### src/rtl/flit_arbiter.sv
// flit_arbiter: packet-granular round-robin arbiter sharing one flit sink
// between N_REQ sources. A grant is held from HEAD to TAIL so packets never
// interleave; a watchdog releases a lock whose owner stops presenting flits.
//
// Ports:
//   clk, reset_n              clock, asynchronous active-low reset
//   req_valid[N_REQ]          per-requester flit valid
//   req_flit[N_REQ*FLIT_W]    requester i at [i*FLIT_W +: FLIT_W]
//   req_ready[N_REQ]          per-requester accept (combinational)
//   out_valid, out_flit       registered output flit toward the depacketizer
//   out_ready                 depacketizer accepts out_flit
//   grant_id                  current/last granted requester
//   busy                      packet lock held
//   timeout_err               one-cycle pulse on watchdog release
module flit_arbiter #(
   parameter int unsigned N_REQ   = 4,
   parameter int unsigned FLIT_W  = 48,
   parameter int unsigned TIMEOUT = 255
) (
   input  logic                       clk,
   input  logic                       reset_n,
   input  logic [N_REQ-1:0]           req_valid,
   input  logic [N_REQ*FLIT_W-1:0]    req_flit,
   output logic [N_REQ-1:0]           req_ready,
   output logic                       out_valid,
   output logic [FLIT_W-1:0]          out_flit,
   input  logic                       out_ready,
   output logic [$clog2(N_REQ)-1:0]   grant_id,
   output logic                       busy,
   output logic                       timeout_err
);

   localparam int unsigned ID_W = $clog2(N_REQ);
   localparam int unsigned WD_W = (TIMEOUT > 1) ? $clog2(TIMEOUT + 1) : 1;

   localparam logic [1:0] T_BODY   = 2'b00;
   localparam logic [1:0] T_HEAD   = 2'b01;
   localparam logic [1:0] T_TAIL   = 2'b10;
   localparam logic [1:0] T_SINGLE = 2'b11;

   localparam logic [0:0] S_IDLE   = 1'b0;
   localparam logic [0:0] S_LOCKED = 1'b1;

   logic [0:0]        state, state_n;
   logic [ID_W-1:0]   rr_ptr, rr_ptr_n, grant_n;
   logic [ID_W-1:0]   sel, idx, xfer_id;
   logic              sel_found, space, grant_ok, xfer, starved;
   logic [FLIT_W-1:0] xfer_flit, out_flit_n;
   logic [1:0]        xfer_type;
   logic              out_valid_n, timeout_err_n;
   logic [WD_W-1:0]   wd_cnt, wd_cnt_n;
   logic [FLIT_W-1:0] req_flit_a [N_REQ];

   // Unpack the flat flit bus into one word per requester
   for (genvar g = 0; g < N_REQ; g++) begin : g_unpack
      assign req_flit_a[g] = req_flit[g*FLIT_W +: FLIT_W];
   end

   // First requester at or after rr_ptr presenting a HEAD or SINGLE
   always_comb begin
      sel       = rr_ptr;
      sel_found = 1'b0;
      idx       = '0;
      for (int unsigned k = 0; k < N_REQ; k++) begin
         idx = ID_W'((32'(rr_ptr) + k) % N_REQ);
         if (!sel_found && req_valid[idx] &&
             (req_flit_a[idx][FLIT_W-1 -: 2] == T_HEAD ||
              req_flit_a[idx][FLIT_W-1 -: 2] == T_SINGLE)) begin
            sel       = idx;
            sel_found = 1'b1;
         end
      end
   end

   // Only one requester is ever offered ready: the lock owner, or the pick
   assign space     = !out_valid || out_ready;
   assign xfer_id   = (state == S_LOCKED) ? grant_id : sel;
   assign grant_ok  = (state == S_LOCKED) || sel_found;
   assign xfer      = grant_ok && space && req_valid[xfer_id];
   assign xfer_flit = req_flit_a[xfer_id];
   assign xfer_type = xfer_flit[FLIT_W-1 -: 2];
   assign starved   = !req_valid[grant_id];
   assign busy      = (state == S_LOCKED);

   always_comb begin
      req_ready          = '0;
      req_ready[xfer_id] = grant_ok && space;
   end

   // Next-state and output logic
   always_comb begin
      state_n       = state;
      rr_ptr_n      = rr_ptr;
      grant_n       = grant_id;
      out_valid_n   = out_valid;
      out_flit_n    = out_flit;
      timeout_err_n = 1'b0;
      wd_cnt_n      = wd_cnt;

      if (xfer) begin
         out_valid_n = 1'b1;
         out_flit_n  = xfer_flit;
      end else if (out_ready) begin
         out_valid_n = 1'b0;
      end

      case (state)
         S_IDLE: begin
            wd_cnt_n = '0;
            if (xfer) begin
               grant_n  = sel;
               rr_ptr_n = ID_W'((32'(sel) + 1) % N_REQ);
               if (xfer_type == T_HEAD) state_n = S_LOCKED;
            end
         end
         S_LOCKED: begin
            if (xfer) begin
               wd_cnt_n = '0;
               if (xfer_type == T_TAIL || xfer_type == T_SINGLE) state_n = S_IDLE;
            end else if (TIMEOUT != 0 && starved) begin
               // Release without synthesizing a tail; rr_ptr already moved at the head
               if (wd_cnt == WD_W'(TIMEOUT - 1)) begin
                  state_n       = S_IDLE;
                  wd_cnt_n      = '0;
                  timeout_err_n = 1'b1;
               end else begin
                  wd_cnt_n = wd_cnt + WD_W'(1);
               end
            end
         end
         default: state_n = S_IDLE;
      endcase
   end

   // State and output registers
   always_ff @(posedge clk or negedge reset_n) begin
      if (!reset_n) begin
         state       <= S_IDLE;
         rr_ptr      <= '0;
         grant_id    <= '0;
         out_valid   <= 1'b0;
         out_flit    <= '0;
         timeout_err <= 1'b0;
         wd_cnt      <= '0;
      end else begin
         state       <= state_n;
         rr_ptr      <= rr_ptr_n;
         grant_id    <= grant_n;
         out_valid   <= out_valid_n;
         out_flit    <= out_flit_n;
         timeout_err <= timeout_err_n;
         wd_cnt      <= wd_cnt_n;
      end
   end

   // Flit-type encodings kept for reference alongside the decode above
   logic unused_body;
   assign unused_body = (T_BODY == 2'b00);

endmodule

### config.mk
export PLATFORM = sky130hd
export DESIGN_NAME = flit_arbiter
export DESIGN_NICKNAME = d
export VERILOG_FILES = /design/src/rtl/flit_arbiter.sv
export SDC_FILE = /design/constraint.sdc
export NUM_CORES = 1
export LEC_CHECK = 0
export BUFFER_PORTS_ARGS = -buffer_cell sky130_fd_sc_hd__buf_2
export CORE_MARGIN = 2
export CORE_UTILIZATION = 42
export CTS_CLUSTER_DIAMETER = 50
export CTS_CLUSTER_SIZE = 14
export DETAILED_ROUTE_END_ITERATION = 8
export GPL_TIMING_DRIVEN = 0
export PLACE_DENSITY = 0.77
export SETUP_SLACK_MARGIN = 0.3
export SYNTH_ARGS = -nofsm -noshare
export SYNTH_HDL_FRONTEND = slang
export SYNTH_SLANG_ARGS = --single-unit
### constraint.sdc
create_clock -name clk -period 2.6 [get_ports clk]
set_clock_uncertainty 0.1 [all_clocks]
set_input_delay 0.52 -clock clk [delete_from_list [all_inputs] [get_ports clk]]
set_output_delay 0.52 -clock clk [all_outputs]
set_load 0.02 [all_outputs]
==> impl_metrics.py <==
metrics = {
    "global_route": {
        "globalRouteOverflowTotal": 0,
        "grt.busiest_layer": "met2",
        "grt_start_max_net_pins": 64,
        "grt.total_usage": 0.2192,
        "first_global_vias": 4089,
        "met2_usage": 0.4003,
        "grt_util_met1": 0.2561,
        "wire_length_of_the_first_global_routing_pass_um": 19970,
        "antenna_found_initial": 0,
        "gr-usage-met3": 0.04400,
    },
    "sta": {
        "final_slew_violations": 0,
        "fin_tns_setup_ns": -5.503,
        "max_slew.worst_pin.slew_ns": 0.7913,
        "fmax_mhz": 352.4,
        "finalHoldViolCount": 0,
        "finalSetupViolations": 54,
        "final.period_utilization": 1.091,
        "slew_headroom": 0.4725,
        "final_period_minus_worst_setup_slack_ns": 2.838,
        "grt_setup_unrepaired": "true",
        "final_critical_path_setup_slack_ns": -0.2378,
    },
    "cts": {
        "h-tree-depth": 3,
        "cts_tree": "yes",
        "cts.sinks": 63,
        "cts.reportedPaths.clkPinSlew_ns": 0.08,
        "cts.root.buffer_cell": "clkbuf_8",
        "clock_latency_ns": 0.34,
        "numCtsBuffers": 9,
        "cts_max_path_buffers": 2,
    },
    "job": {
        "drv_cap": 0,
    },
    "synth": {
        "synthesis.area_per_instance_um2": 11.91,
        "synth-seq-cells": 63,
        "total_standard_cell_area_after_synthesis_um2": 4562,
        "yosysTopAreaCellShare": 0.3456,
        "synth.top_cells.by_area": "dfrtp_1 35%, mux2i_1 31%, mux2_4 15%",
        "synth_async_sr_flop_share": 1.000,
        "post_synth_num_cell_types": 44,
        "synth.yosys.warnings": 0,
        "post_synth_inst_count": 383,
        "seq_area_frac_synth": 0.3456,
        "synth.largest_area_cell": "dfrtp_1",
        "ys.flop_type": "dfrtp_1",
        "synth_enable_flop_cells": 0,
        "syn-num-nets": 584,
    },
    "place": {
        "buffer_ports.inserted": 255,
        "gp_congestion": 0.8123,
        "place_ws_ns": -0.2500,
        "placed_cell_area_um2": 6112,
        "hpwl_um": 10110,
    },
    "final_layout": {
        "finish.instance_area_um2": 6739,
        "numnets_final": 875,
        "antennaDiodeCount": 0,
        "synthToLayoutAreaGrowth_pct": 47.72,
        "layout-drive-gt1-share": 0.5729,
        "fill_cells": 850,
    },
    "floorplanning": {
        "rows": 38,
        "die_height_um": 108.2,
        "boundaryPins": 256,
        "initial_util": 0.4264,
        "area_of_the_die_um2": 11710,
        "die_width_um": 108.2,
        "core_region_area_um2": 10700,
    },
    "worst_setup_path": {
        "cp.buffers_inverters": 3,
        "critPathKind": "reg2out",
        "setup.worst_path.end_class": "primary output",
        "path_common_cell": "buf_6",
        "cp.arrival_ns": 2.22,
        "worst_setup_path_start_kind": "register",
        "timing.critical_path.required_ns": 1.98,
        "cp_cell_sequence": "and3_4 -> o21ai_4 -> a211o_1 -> a21boi_2 -> buf_6 -> buf_8 -> nor3_4 -> buf_6",
        "largest_driver_fanout_on_the_critical_path": 5,
        "critPathTopFamily": "compound AO/OA/AOI/OAI gates",
        "crit_slowest_cell": "dfrtp_2",
        "critical_path.max_stage_delay_ns": 0.46,
    },
    "power": {
        "power.share.combinational": 0.713,
        "sw_frac_of_total": 0.4059,
        "share_clk_of_total_power": 0.098,
        "cell_internal_pwr_w": 0.005573,
        "powerDensity_nw_per_um2": 1392,
        "power_frac_seq": 0.190,
        "power.switching_w": 0.003807,
        "peakVddDrop_mv": 0.7677,
        "p_leak_nw": 3.817,
    },
    "status": {
        "violations": "negative setup slack",
        "outcome": "finished, violations left",
    },
    "hold_path": {
        "timing.hold.worst.class": "in2async",
    },
    "detailed_routing": {
        "avgRoutedWirePerCell_um": 16.99,
        "viasPerCell": 5.175,
        "detailedRoute.firstPassIterationCount": 4,
        "drc": 0,
        "route.antenna.remaining_nets": 0,
        "vias_after_detailed_routing": 4238,
        "detail_route.iter0.violations": 172,
        "route.final.wire_length_um": 13920,
    },
}
final timing paths:
| kind | from | endpoint | slack [ns] | depth (start not counted) |
|---|---|---|---|---|
| worst min register to register | out_flit[43] | out_flit[43] | 0.41 | 1 |
| worst max-delay path | rr_ptr[1] | req_ready[1] | -0.24 | 8 |
| worst min-delay path | reset_n | out_valid | 0.15 | 1 |
| max in group asynchronous | reset_n | out_flit[17] | 1.70 | 1 |
| min in group clk | out_ready | out_valid | 0.40 | 3 |
| worst max register to register | rr_ptr[0] | out_flit[37] | -0.13 | 11 |
layer usage:
layer	vias to the layer above	part of all wire
met1	2008	0.39
met4	0	0.017
met2	204	0.52
met5	-	0
met3	24	0.077
li1	2002	-
cell usage after synthesis (2+ instances only):
master    count
o21a_1        4
nand2_1      12
and3b_1       2
o31a_1        2
nor3_1       10
mux2_2        5
nand3_1       3
and3_1        4
dfrtp_1      63
xnor2_1       4
ha_1          2
a21oi_1       9
mux2i_1     143
nand4_1       2
o21ai_0       2
nand2b_1      2
mux2_4       47
buf_2        16
a21o_1        2
a31o_2        2
nor2_1       13
o32ai_1       2
buf_12        4
a211o_1       2
inv_1         7
cell families after synthesis:
logic type / synth area share
adder cells (fa/ha/maj): 0.005485
flip-flops: 0.3456
AND/OR/NAND/NOR: 0.05376
AO/OA/AOI/OAI: 0.05651
buffers and inverters: 0.04827
multiplexers: 0.4808
XOR/XNOR: 0.009599
timing repair:
action,in CTS,in global routing
cloned,0,3
pin swaps,7,6
hold buffers,0,0
endpoints found under the setup margin,62,63
setup buffers,14,8
gates resized for setup,34,15
power groups by stage:
stage                     Clock [W]  Combinational (W)  Sequential (W)
final                      0.000917            0.00668         0.00178
after global routing       0.000996            0.00708         0.00183
after CTS                  0.000939            0.00636         0.00177
after detailed placement          0            0.00595         0.00177
after global placement            0            0.00583         0.00176
after floorplan                   0            0.00407         0.00225
layout by cell type, fill, tap and decap left out, types with 3 or more instances in the layout:
cell type	count
mux2_4	47
clkbuf_1	3
buf_4	22
nand3_1	3
mux2i_1	143
buf_8	3
inv_1	7
xnor2_1	4
nand2_1	10
o21a_1	4
clkbuf_8	9
a21oi_4	3
mux2_2	5
buf_12	7
buf_2	254
nor2_1	10
dfrtp_1	62
clkbuf_16	4
buf_6	13
nor3_1	9
a21oi_1	7
sequential cells by signal, indices dropped and copies added, names as in the netlist:
signal	flops
grant_id	2
timeout_err	1
out_flit	48
wd_cnt	8
busy	1
rr_ptr	2
out_valid	1
final cells by class:
type | instances | area (µm²) | area share
plain buffers | 24 | 324.1 | 0.04809
clock buffers | 12 | 135.1 | 0.02005
clock inverters | 4 | 70.07 | 0.01040
inverters | 7 | 26.28 | 0.003899
multi-input cells | 289 | 2883 | 0.4278
flip-flops and latches | 63 | 1578 | 0.2341
well taps | 140 | 175.2 | 0.02599
repair buffers | 280 | 1548 | 0.2297
per-stage QoR:
stage                     hold WS (ns)  power (W)  utilization  instances
after floorplan                 0.1244   0.006315            -        383
after global placement          0.3877   0.007585       0.5713        778
after detailed placement        0.3875   0.007723       0.5713        778
after CTS                       0.3652   0.009067       0.6108        808
after global routing            0.2029   0.009908       0.6299        819
final                           0.1496   0.009380       0.6299        819
(Power assumes the default switching activity.)
